--- src/rtl/mem_port_arbiter.sv ---
// mem_port_arbiter
//   Shares one single-ported unified memory between the fetch stage (reads)
//   and the memory stage (loads/stores). One transaction outstanding at a time.
//   The data side has fixed priority. A starvation counter forces fetch to win
//   after STARVE_LIMIT contended cycles (0 disables the override).
// Ports:
//   clk, reset          : clock, synchronous active-high reset
//   if_req_i/if_addr_i  : fetch read request
//   if_rvalid_o/if_rdata_o : fetch response (one-cycle pulse)
//   dm_req_i/dm_we_i/dm_addr_i/dm_wdata_i : data load/store request
//   dm_rvalid_o/dm_rdata_o : load response (one-cycle pulse)
//   mem_req_o/mem_we_o/mem_addr_o/mem_wdata_o : memory request side
//   mem_gnt_i/mem_rvalid_i/mem_rdata_i        : memory grant and read data
//   stall_if_o/stall_mem_o : per-stage hold signals to the hazard logic
module mem_port_arbiter #(
    parameter int STARVE_LIMIT = 4
) (
    input  logic        clk,
    input  logic        reset,
    input  logic        if_req_i,
    input  logic [31:0] if_addr_i,
    output logic        if_rvalid_o,
    output logic [31:0] if_rdata_o,
    input  logic        dm_req_i,
    input  logic        dm_we_i,
    input  logic [31:0] dm_addr_i,
    input  logic [31:0] dm_wdata_i,
    output logic        dm_rvalid_o,
    output logic [31:0] dm_rdata_o,
    output logic        mem_req_o,
    output logic        mem_we_o,
    output logic [31:0] mem_addr_o,
    output logic [31:0] mem_wdata_o,
    input  logic        mem_gnt_i,
    input  logic        mem_rvalid_i,
    input  logic [31:0] mem_rdata_i,
    output logic        stall_if_o,
    output logic        stall_mem_o
);

    // Counter width must stay >= 1 even when the override is disabled.
    localparam int CW = (STARVE_LIMIT > 0) ? $clog2(STARVE_LIMIT + 1) : 1;
    localparam logic [CW-1:0] LIMIT = CW'(STARVE_LIMIT);

    typedef enum logic [1:0] {IDLE, HOLD, RESP} state_t;

    state_t        state, next_state;
    logic          owner_dm;      // 1 = memory stage owns the transaction
    logic          issue_we;
    logic [31:0]   issue_addr;
    logic [31:0]   issue_wdata;
    logic [CW-1:0] starve_cnt;

    logic force_if, win_dm, latch, cur_dm, store_done;

    assign if_rdata_o = mem_rdata_i;
    assign dm_rdata_o = mem_rdata_i;

    assign force_if = (STARVE_LIMIT != 0) && (starve_cnt == LIMIT);
    assign win_dm   = dm_req_i & ~(if_req_i & force_if);

    always_comb begin
        next_state  = state;
        mem_req_o   = 1'b0;
        mem_we_o    = issue_we;
        mem_addr_o  = issue_addr;
        mem_wdata_o = issue_wdata;
        if_rvalid_o = 1'b0;
        dm_rvalid_o = 1'b0;
        latch       = 1'b0;
        case (state)
            IDLE: begin
                if (if_req_i | dm_req_i) begin
                    mem_req_o   = 1'b1;
                    mem_we_o    = win_dm ? dm_we_i : 1'b0;
                    mem_addr_o  = win_dm ? dm_addr_i : if_addr_i;
                    mem_wdata_o = win_dm ? dm_wdata_i : 32'h0;
                    latch       = 1'b1;
                    if (!mem_gnt_i)     next_state = HOLD;
                    else if (!mem_we_o) next_state = RESP;
                end
            end
            HOLD: begin
                // Fields come from the issue registers so a withdrawn
                // request (e.g. fetch flush) cannot disturb the bus.
                mem_req_o = 1'b1;
                if (mem_gnt_i) next_state = issue_we ? IDLE : RESP;
            end
            RESP: begin
                if (mem_rvalid_i) begin
                    if_rvalid_o = ~owner_dm;
                    dm_rvalid_o = owner_dm;
                    next_state  = IDLE;
                end
            end
            default: next_state = IDLE;
        endcase
        if (reset) begin
            mem_req_o   = 1'b0;
            if_rvalid_o = 1'b0;
            dm_rvalid_o = 1'b0;
        end
    end

    // In IDLE the store being granted belongs to this cycle's winner.
    assign cur_dm      = (state == IDLE) ? win_dm : owner_dm;
    assign store_done  = mem_gnt_i & mem_req_o & mem_we_o & cur_dm;
    assign stall_if_o  = if_req_i & ~if_rvalid_o;
    assign stall_mem_o = dm_req_i & ~(dm_we_i ? store_done : dm_rvalid_o);

    always_ff @(posedge clk) begin
        if (reset) begin
            state       <= IDLE;
            owner_dm    <= 1'b0;
            issue_we    <= 1'b0;
            issue_addr  <= 32'h0;
            issue_wdata <= 32'h0;
            starve_cnt  <= '0;
        end else begin
            state <= next_state;
            if (latch) begin
                owner_dm    <= win_dm;
                issue_we    <= mem_we_o;
                issue_addr  <= mem_addr_o;
                issue_wdata <= mem_wdata_o;
                if (!win_dm)
                    starve_cnt <= '0;
                else if (if_req_i && starve_cnt != LIMIT)
                    starve_cnt <= starve_cnt + CW'(1);
            end
        end
    end

endmodule

--- config.mk ---
export PLATFORM = sky130hd
export DESIGN_NAME = mem_port_arbiter
export DESIGN_NICKNAME = d
export VERILOG_FILES = /design/src/rtl/mem_port_arbiter.sv
export SDC_FILE = /design/constraint.sdc
export NUM_CORES = 1
export LEC_CHECK = 0
export BUFFER_PORTS_ARGS = -buffer_cell sky130_fd_sc_hd__buf_2
export CORE_AREA = 2 2 103 105
export CTS_CLUSTER_SIZE = 28
export DETAILED_ROUTE_END_ITERATION = 12
export DIE_AREA = 0 0 105 107
export PLACE_DENSITY = 0.73
export REMOVE_ABC_BUFFERS = 1
export SLEW_MARGIN = 20
export SYNTH_ARGS = -nofsm -noshare
export SYNTH_HDL_FRONTEND = slang
export SYNTH_SLANG_ARGS = --single-unit
--- constraint.sdc ---
create_clock -name clk -period 3.45 [get_ports clk]
set_input_delay 0.8625 -clock clk [delete_from_list [all_inputs] [get_ports clk]]
set_output_delay 0.8625 -clock clk [all_outputs]
set_load 0.01 [all_outputs]
# [After elaboration in Yosys (flattened, before gate mapping)]
# Index checks and enable logic that the tools add are counted.
[op_classes] add_sub_neg=1 n_eq_ne=9 bitwise_logic=12 reduce_logical=4 n_mux=30
[op_table] cell="$mux W32" count=6
[op_table] cell="$mux W1" count=14
[op_table] cell="$mux W2" count=6
[op_table] cell="$and A1 B1 Y1" count=7
[op_table] cell="$mux W3" count=2
[op_table] cell="$ne A2 B2 Y1 const B" count=3
[op_table] cell="$ne A3 B3 Y1 const B" count=2
[op_table] cell="$pmux W2 S3" count=1
[op_table] cell="$not A1 Y1" count=4
[op_table] cell="$reduce_and A4 Y1" count=1
[op_table] cell="$add A3 B1 Y3 const B" count=1
[op_table] cell="$eq A3 B3 Y1 const B" count=1
[op_table] cell="$eq A2 B1 Y1 const B" count=1
[op_table] cell="$eq A2 B2 Y1 const B" count=1
[op_table] cell="$logic_not A2 Y1" count=1
[op_table] cell="$ne A2 B1 Y1 const B" count=1
[op_table] cell="$pmux W1 S2" count=1
[op_table] cell="$reduce_and A2 Y1" count=1
[op_table] cell="$logic_and A1 B1 Y1" count=1
[op_table] cell="$or A1 B1 Y1" count=1
[word_totals] in_bits=135 register_bits=71

# [Longest topological paths before layout]
[logic_depth] depth_word=12 depth_mapped=8 ltp_nobuf=6

# [Worst setup path after synthesis]
# OpenSTA, ideal clock, no wires.
[synth_timing] path_type="input to output" startpoint="in if_req_i" endpoint="out stall_mem_o" stages=4 required_ns=2.588 t_arrival_ns=1.779 setup_slack_ns=0.808 path_buffers=0 path_cell_list="nor3_1 or4b_2 a21oi_1 a31oi_1"
[synth_between] elab_chain_len=11
[synth_lines] element="start: declaration" line="20" source="input logic if_req_i,"
[synth_lines] element="$and A1 B1 Y1" line="60" source="assign win_dm = dm_req_i & ~(if_req_i & force_if);"
[synth_lines] element="$not A1 Y1" line="60"
[synth_lines] element="$and A1 B1 Y1" line="60"
[synth_lines] element="$mux W1" line="75" source="mem_we_o = win_dm ? dm_we_i : 1'b0;"
[synth_lines] element="$mux W1" line="73" source="if (if_req_i | dm_req_i) begin"
[synth_lines] element="$mux W1" line="71" source="case (state)"
[synth_lines] element="$and A1 B1 Y1" line="107" source="assign store_done = mem_gnt_i & mem_req_o & mem_we_o & cur_dm;"
[synth_lines] element="$and A1 B1 Y1 *" line="107"
[synth_lines] element="$mux W1 *" line="109" source="assign stall_mem_o = dm_req_i & ~(dm_we_i ? store_done : dm_rvalid_o);"
[synth_lines] element="$not A1 Y1 *" line="109"
[synth_lines] element="$and A1 B1 Y1 *" line="109"
[synth_lines] element="end: declaration" line="38" source="output logic stall_mem_o"
# Every way passes the cells marked *; elsewhere a longest branch is shown, timed or not.

# [Worst setup path after layout]
[layout_timing] startpoint="in dm_req_i" endpoint="out mem_addr_o[2]"
[layout_between] elab_chain_len=4
[layout_lines] element="start: declaration" line="24" source="input logic dm_req_i,"
[layout_lines] element="$and A1 B1 Y1" line="60"
[layout_lines] element="$mux W32" line="76" source="mem_addr_o = win_dm ? dm_addr_i : if_addr_i;"
[layout_lines] element="$mux W32 *" line="73"
[layout_lines] element="$mux W32 *" line="71"
[layout_lines] element="end: declaration" line="32" source="output logic [31:0] mem_addr_o,"
# Marks and branches as above.

==> run_summary.xml <==
<?xml version="1.0" encoding="UTF-8"?>
<metrics>
  <group name="routing">
    <metric name="wire_per_inst" unit="µm">19.7</metric>
    <metric name="vias_per_std_cell" unit="">5.18</metric>
    <metric name="drt-pass1-iter-count" unit="">4</metric>
    <metric name="num_vias" unit="">3494</metric>
    <metric name="antenna_viol_nets_final" unit="">0</metric>
    <metric name="drt-initial-drc-count" unit="">230</metric>
    <metric name="route.met3.wl" unit="µm">2100</metric>
    <metric name="wl" unit="µm">13300</metric>
    <metric name="routedLengthMet1" unit="µm">4850</metric>
    <metric name="drc_markers" unit="">0</metric>
    <metric name="wl_met2" unit="µm">5990</metric>
    <metric name="routed.top_layer" unit="">met5</metric>
  </group>
  <group name="logic_synthesis">
    <metric name="synthTopCellsByCount" unit="">sky130_fd_sc_hd__dfxtp_1, sky130_fd_sc_hd__nor2_1, sky130_fd_sc_hd__buf_4</metric>
    <metric name="post_synth_num_cell_types" unit="">33</metric>
    <metric name="ys_top_cells_by_area" unit="">sky130_fd_sc_hd__dfxtp_1, sky130_fd_sc_hd__buf_4, sky130_fd_sc_hd__a22o_1, sky130_fd_sc_hd__nor2_1, sky130_fd_sc_hd__a211oi_1</metric>
    <metric name="syn_area" unit="mm²">0.00367</metric>
    <metric name="synth.most_common_cell" unit="">sky130_fd_sc_hd__dfxtp_1</metric>
    <metric name="synth.yosys.seq_area_share" unit="%">38.8</metric>
    <metric name="synthFlopType" unit="">sky130_fd_sc_hd__dfxtp_1</metric>
    <metric name="ys_warn_count" unit="">0</metric>
    <metric name="cell_type_contributing_the_most_total_cell_area_after_synthesis" unit="">sky130_fd_sc_hd__dfxtp_1</metric>
    <metric name="post_synth_inst_count" unit="">438</metric>
    <metric name="synth.ff_latch_count" unit="">71</metric>
    <metric name="synth_edf_count" unit="">0</metric>
    <metric name="synth_async_sr_flop_share" unit="%">0</metric>
    <metric name="synth_largest_type_area_fraction" unit="%">38.8</metric>
    <metric name="synth.avg_cell_area" unit="µm²">8.37</metric>
  </group>
  <group name="sta">
    <metric name="slew_headroom" unit="%">49.6</metric>
    <metric name="final-setup-viol-count" unit="">0</metric>
    <metric name="clock_skew" unit="ns">0.00663</metric>
    <metric name="finalHoldViolCount" unit="">0</metric>
    <metric name="final-max-slew-violation-count" unit="">0</metric>
    <metric name="transition_time_at_the_pin_with_the_least_slew_margin" unit="ns">0.755</metric>
    <metric name="maximum_frequency_from_static_timing_analysis" unit="GHz">0.313</metric>
    <metric name="finalCriticalPeriod" unit="ns">3.20</metric>
    <metric name="finalCritPeriodShare" unit="%">92.7</metric>
    <metric name="worst_slack" unit="ns">0.254</metric>
    <metric name="grt_setup_unrepaired" unit="">no</metric>
  </group>
  <group name="clocking">
    <metric name="post-cts-setup-buffers" unit="">0</metric>
    <metric name="tritoncts" unit="">yes</metric>
    <metric name="numCtsBuffers" unit="">9</metric>
    <metric name="cts_root_buffer" unit="">sky130_fd_sc_hd__clkbuf_8</metric>
    <metric name="cts.path.max_buffers" unit="">2</metric>
    <metric name="cts.sinks" unit="">71</metric>
    <metric name="cts_resized" unit="">0</metric>
    <metric name="cts_max_level" unit="">3</metric>
    <metric name="clk-insertion-delay-late" unit="ns">0.33</metric>
    <metric name="cts.reportedPaths.clkPinSlew" unit="ns">0.07</metric>
    <metric name="cts_hold_buf" unit="">0</metric>
  </group>
  <group name="power_and_ir_drop">
    <metric name="power_leakage" unit="nW">2.12</metric>
    <metric name="pint" unit="mW">1.46</metric>
    <metric name="largest_vdd_supply_drop" unit="µV">206</metric>
    <metric name="pwr-share-clk" unit="%">31.0</metric>
    <metric name="p_sw_share" unit="%">30.9</metric>
    <metric name="reg_power_share" unit="%">43.1</metric>
    <metric name="power.total" unit="mW">2.12</metric>
    <metric name="cellPowerDensity" unit="mW/mm²">487</metric>
    <metric name="combinationalPowerShare" unit="%">25.9</metric>
    <metric name="total_switching_power" unit="mW">0.654</metric>
  </group>
  <group name="cells_and_area">
    <metric name="layout.cell_area.non_filler" unit="mm²">0.00434</metric>
    <metric name="drive_above_1_share" unit="%">37.5</metric>
    <metric name="final_nets" unit="">671</metric>
    <metric name="area_growth" unit="%">18.4</metric>
    <metric name="insertedDiodeCount" unit="">0</metric>
    <metric name="finalNonFillerCells" unit="">675</metric>
  </group>
  <group name="global_routing">
    <metric name="number_of_global_route_vias_before_repair" unit="">3304</metric>
    <metric name="antenna_found_initial" unit="">0</metric>
    <metric name="grt_first_pass_wirelength" unit="µm">19200</metric>
    <metric name="overflow" unit="">0</metric>
    <metric name="globalRouteTotalUtil" unit="%">22.9</metric>
    <metric name="grt_start_max_net_pins" unit="">35</metric>
  </group>
  <group name="setup_path">
    <metric name="worstReg2RegEnd" unit="">issue_wdata[23]</metric>
    <metric name="timing_worst_setup_path_type" unit="">input port to output port</metric>
    <metric name="setup.worst_path.end_class" unit="">output port</metric>
    <metric name="r2r.worst_path.cells" unit="">6</metric>
    <metric name="worst_setup_path_start_kind" unit="">input port</metric>
    <metric name="cp.arrival" unit="ns">2.33</metric>
    <metric name="crit_end" unit="">mem_addr_o[2]</metric>
    <metric name="critical_path.reg2reg.startpoint" unit="">starve_cnt[0]</metric>
    <metric name="critPathLaunch" unit="">dm_req_i</metric>
    <metric name="required_time_of_the_critical_path" unit="ns">2.59</metric>
    <metric name="critical_path.max_fanout" unit="">31</metric>
    <metric name="regToRegSetupSlack" unit="ns">1.59</metric>
  </group>
  <group name="flow_run">
    <metric name="maxCapViolCount" unit="">0</metric>
  </group>
  <group name="die">
    <metric name="total_die_area" unit="mm²">0.0112</metric>
    <metric name="initial_core_util" unit="%">36.3</metric>
    <metric name="die_w" unit="µm">105</metric>
    <metric name="num_rows" unit="">37</metric>
    <metric name="die_height" unit="µm">107</metric>
    <metric name="core_area" unit="mm²">0.0101</metric>
    <metric name="io_pins" unit="">269</metric>
  </group>
  <group name="placed_design">
    <metric name="place.detailed.hpwl" unit="µm">10500</metric>
    <metric name="place_congestion" unit="">0.873</metric>
    <metric name="post-place-cells" unit="">659</metric>
    <metric name="place.port_buffers" unit="">172</metric>
    <metric name="post-place-ws" unit="ns">0.0535</metric>
    <metric name="placed_cell_area" unit="mm²">0.00414</metric>
  </group>
  <group name="worst_hold_path">
    <metric name="hold_class" unit="">register to register</metric>
  </group>
  <group name="status">
    <metric name="outcome" unit="">finished, final reports clean</metric>
  </group>
</metrics>
## placed cells by master (no fill, tap or decap), types with 2 or more instances in the layout
| cell | instances |
|---|---|
| sky130_fd_sc_hd__buf_2 | 172 |
| sky130_fd_sc_hd__dfxtp_1 | 71 |
| sky130_fd_sc_hd__nor2_1 | 68 |
| sky130_fd_sc_hd__nor3_1 | 34 |
| sky130_fd_sc_hd__and2_1 | 33 |
| sky130_fd_sc_hd__a22o_1 | 32 |
| sky130_fd_sc_hd__and3_1 | 32 |
| sky130_fd_sc_hd__a211oi_1 | 32 |
| sky130_fd_sc_hd__clkbuf_8 | 9 |
| sky130_fd_sc_hd__buf_4 | 8 |
| sky130_fd_sc_hd__nand2_1 | 6 |
| sky130_fd_sc_hd__inv_1 | 4 |
| sky130_fd_sc_hd__o21ai_0 | 4 |
| sky130_fd_sc_hd__a21oi_1 | 4 |
| sky130_fd_sc_hd__nand3_1 | 3 |
| sky130_fd_sc_hd__or3_1 | 2 |
| sky130_fd_sc_hd__ha_1 | 2 |
| sky130_fd_sc_hd__clkinvlp_4 | 2 |
| sky130_fd_sc_hd__clkinv_2 | 2 |
## registers in the layout, indices dropped and copies added, names as in the netlist
name,flops
issue_we,1
owner_dm,1
starve_cnt,3
issue_addr,32
issue_wdata,32
state,2
## stage by stage
step	hold slack (ns)	setup TNS [ns]	utilization [%]
floorplan	0.443	-67.30	-
global placement	0.461	0	41.1
detailed placement	0.471	0	41.1
CTS	0.481	0	43.0
global route	0.514	0	43.0
finish	0.476	0	43.0
## kinds of logic (layout without fill, tap and decap cells)
kind of cell,count (synthesis),count (layout),synth area share [%]
simple gates,186,186,25.7
buf+inv,100,201,18.0
compound gates,79,79,16.9
flops,71,71,38.8
fa+ha+maj,2,2,0.682
## worst max-delay path, cell delays in order
cell,delay [ns]
sky130_fd_sc_hd__buf_2,0.21
sky130_fd_sc_hd__buf_4,0.22
sky130_fd_sc_hd__nand2_1,0.10
sky130_fd_sc_hd__buf_4,0.25
sky130_fd_sc_hd__a211oi_1,0.40
sky130_fd_sc_hd__nor2_1,0.12
sky130_fd_sc_hd__buf_2,0.16
## metal layers
metal / vias up / track usage, %
li1: 1659 / -
met1: 1604 / 23.2
met2: 206 / 36.1
met3: 23 / 17.4
met4: 2 / 6.57
met5: - / 6.19
## worst min-delay path by stage
stage               endpoint     startpoint  cells after the start
4_1_cts        starve_cnt[1]  starve_cnt[1]                      2
5_1_grt        starve_cnt[1]  starve_cnt[1]                      2
3_5_place_dp   starve_cnt[1]  starve_cnt[1]                      2
3_3_place_gp   starve_cnt[1]  starve_cnt[1]                      2
2_1_floorplan  starve_cnt[1]  starve_cnt[1]                      2
6_report       starve_cnt[1]  starve_cnt[1]                      2
## final cells by class
cell class	count	area [µm²]
clock buffers	9	124
clock inverters	7	72.6
fillers	1066	5750
inverters	4	15.0
multi-input cells	267	1600
flip-flops and latches	71	1420
well taps	136	170
repair buffers	181	941
## power groups by stage
| stage | logic, mW | clock network (mW) | registers, mW |
|---|---|---|---|
| finish | 0.548 | 0.656 | 0.913 |
| global route | 0.605 | 0.710 | 0.918 |
| CTS | 0.549 | 0.679 | 0.913 |
| detailed placement | 0.547 | 0 | 0.932 |
| global placement | 0.533 | 0 | 0.930 |
| floorplan | 0.304 | 0 | 0.924 |
No activity file was read; power rests on OpenSTA's default activity.
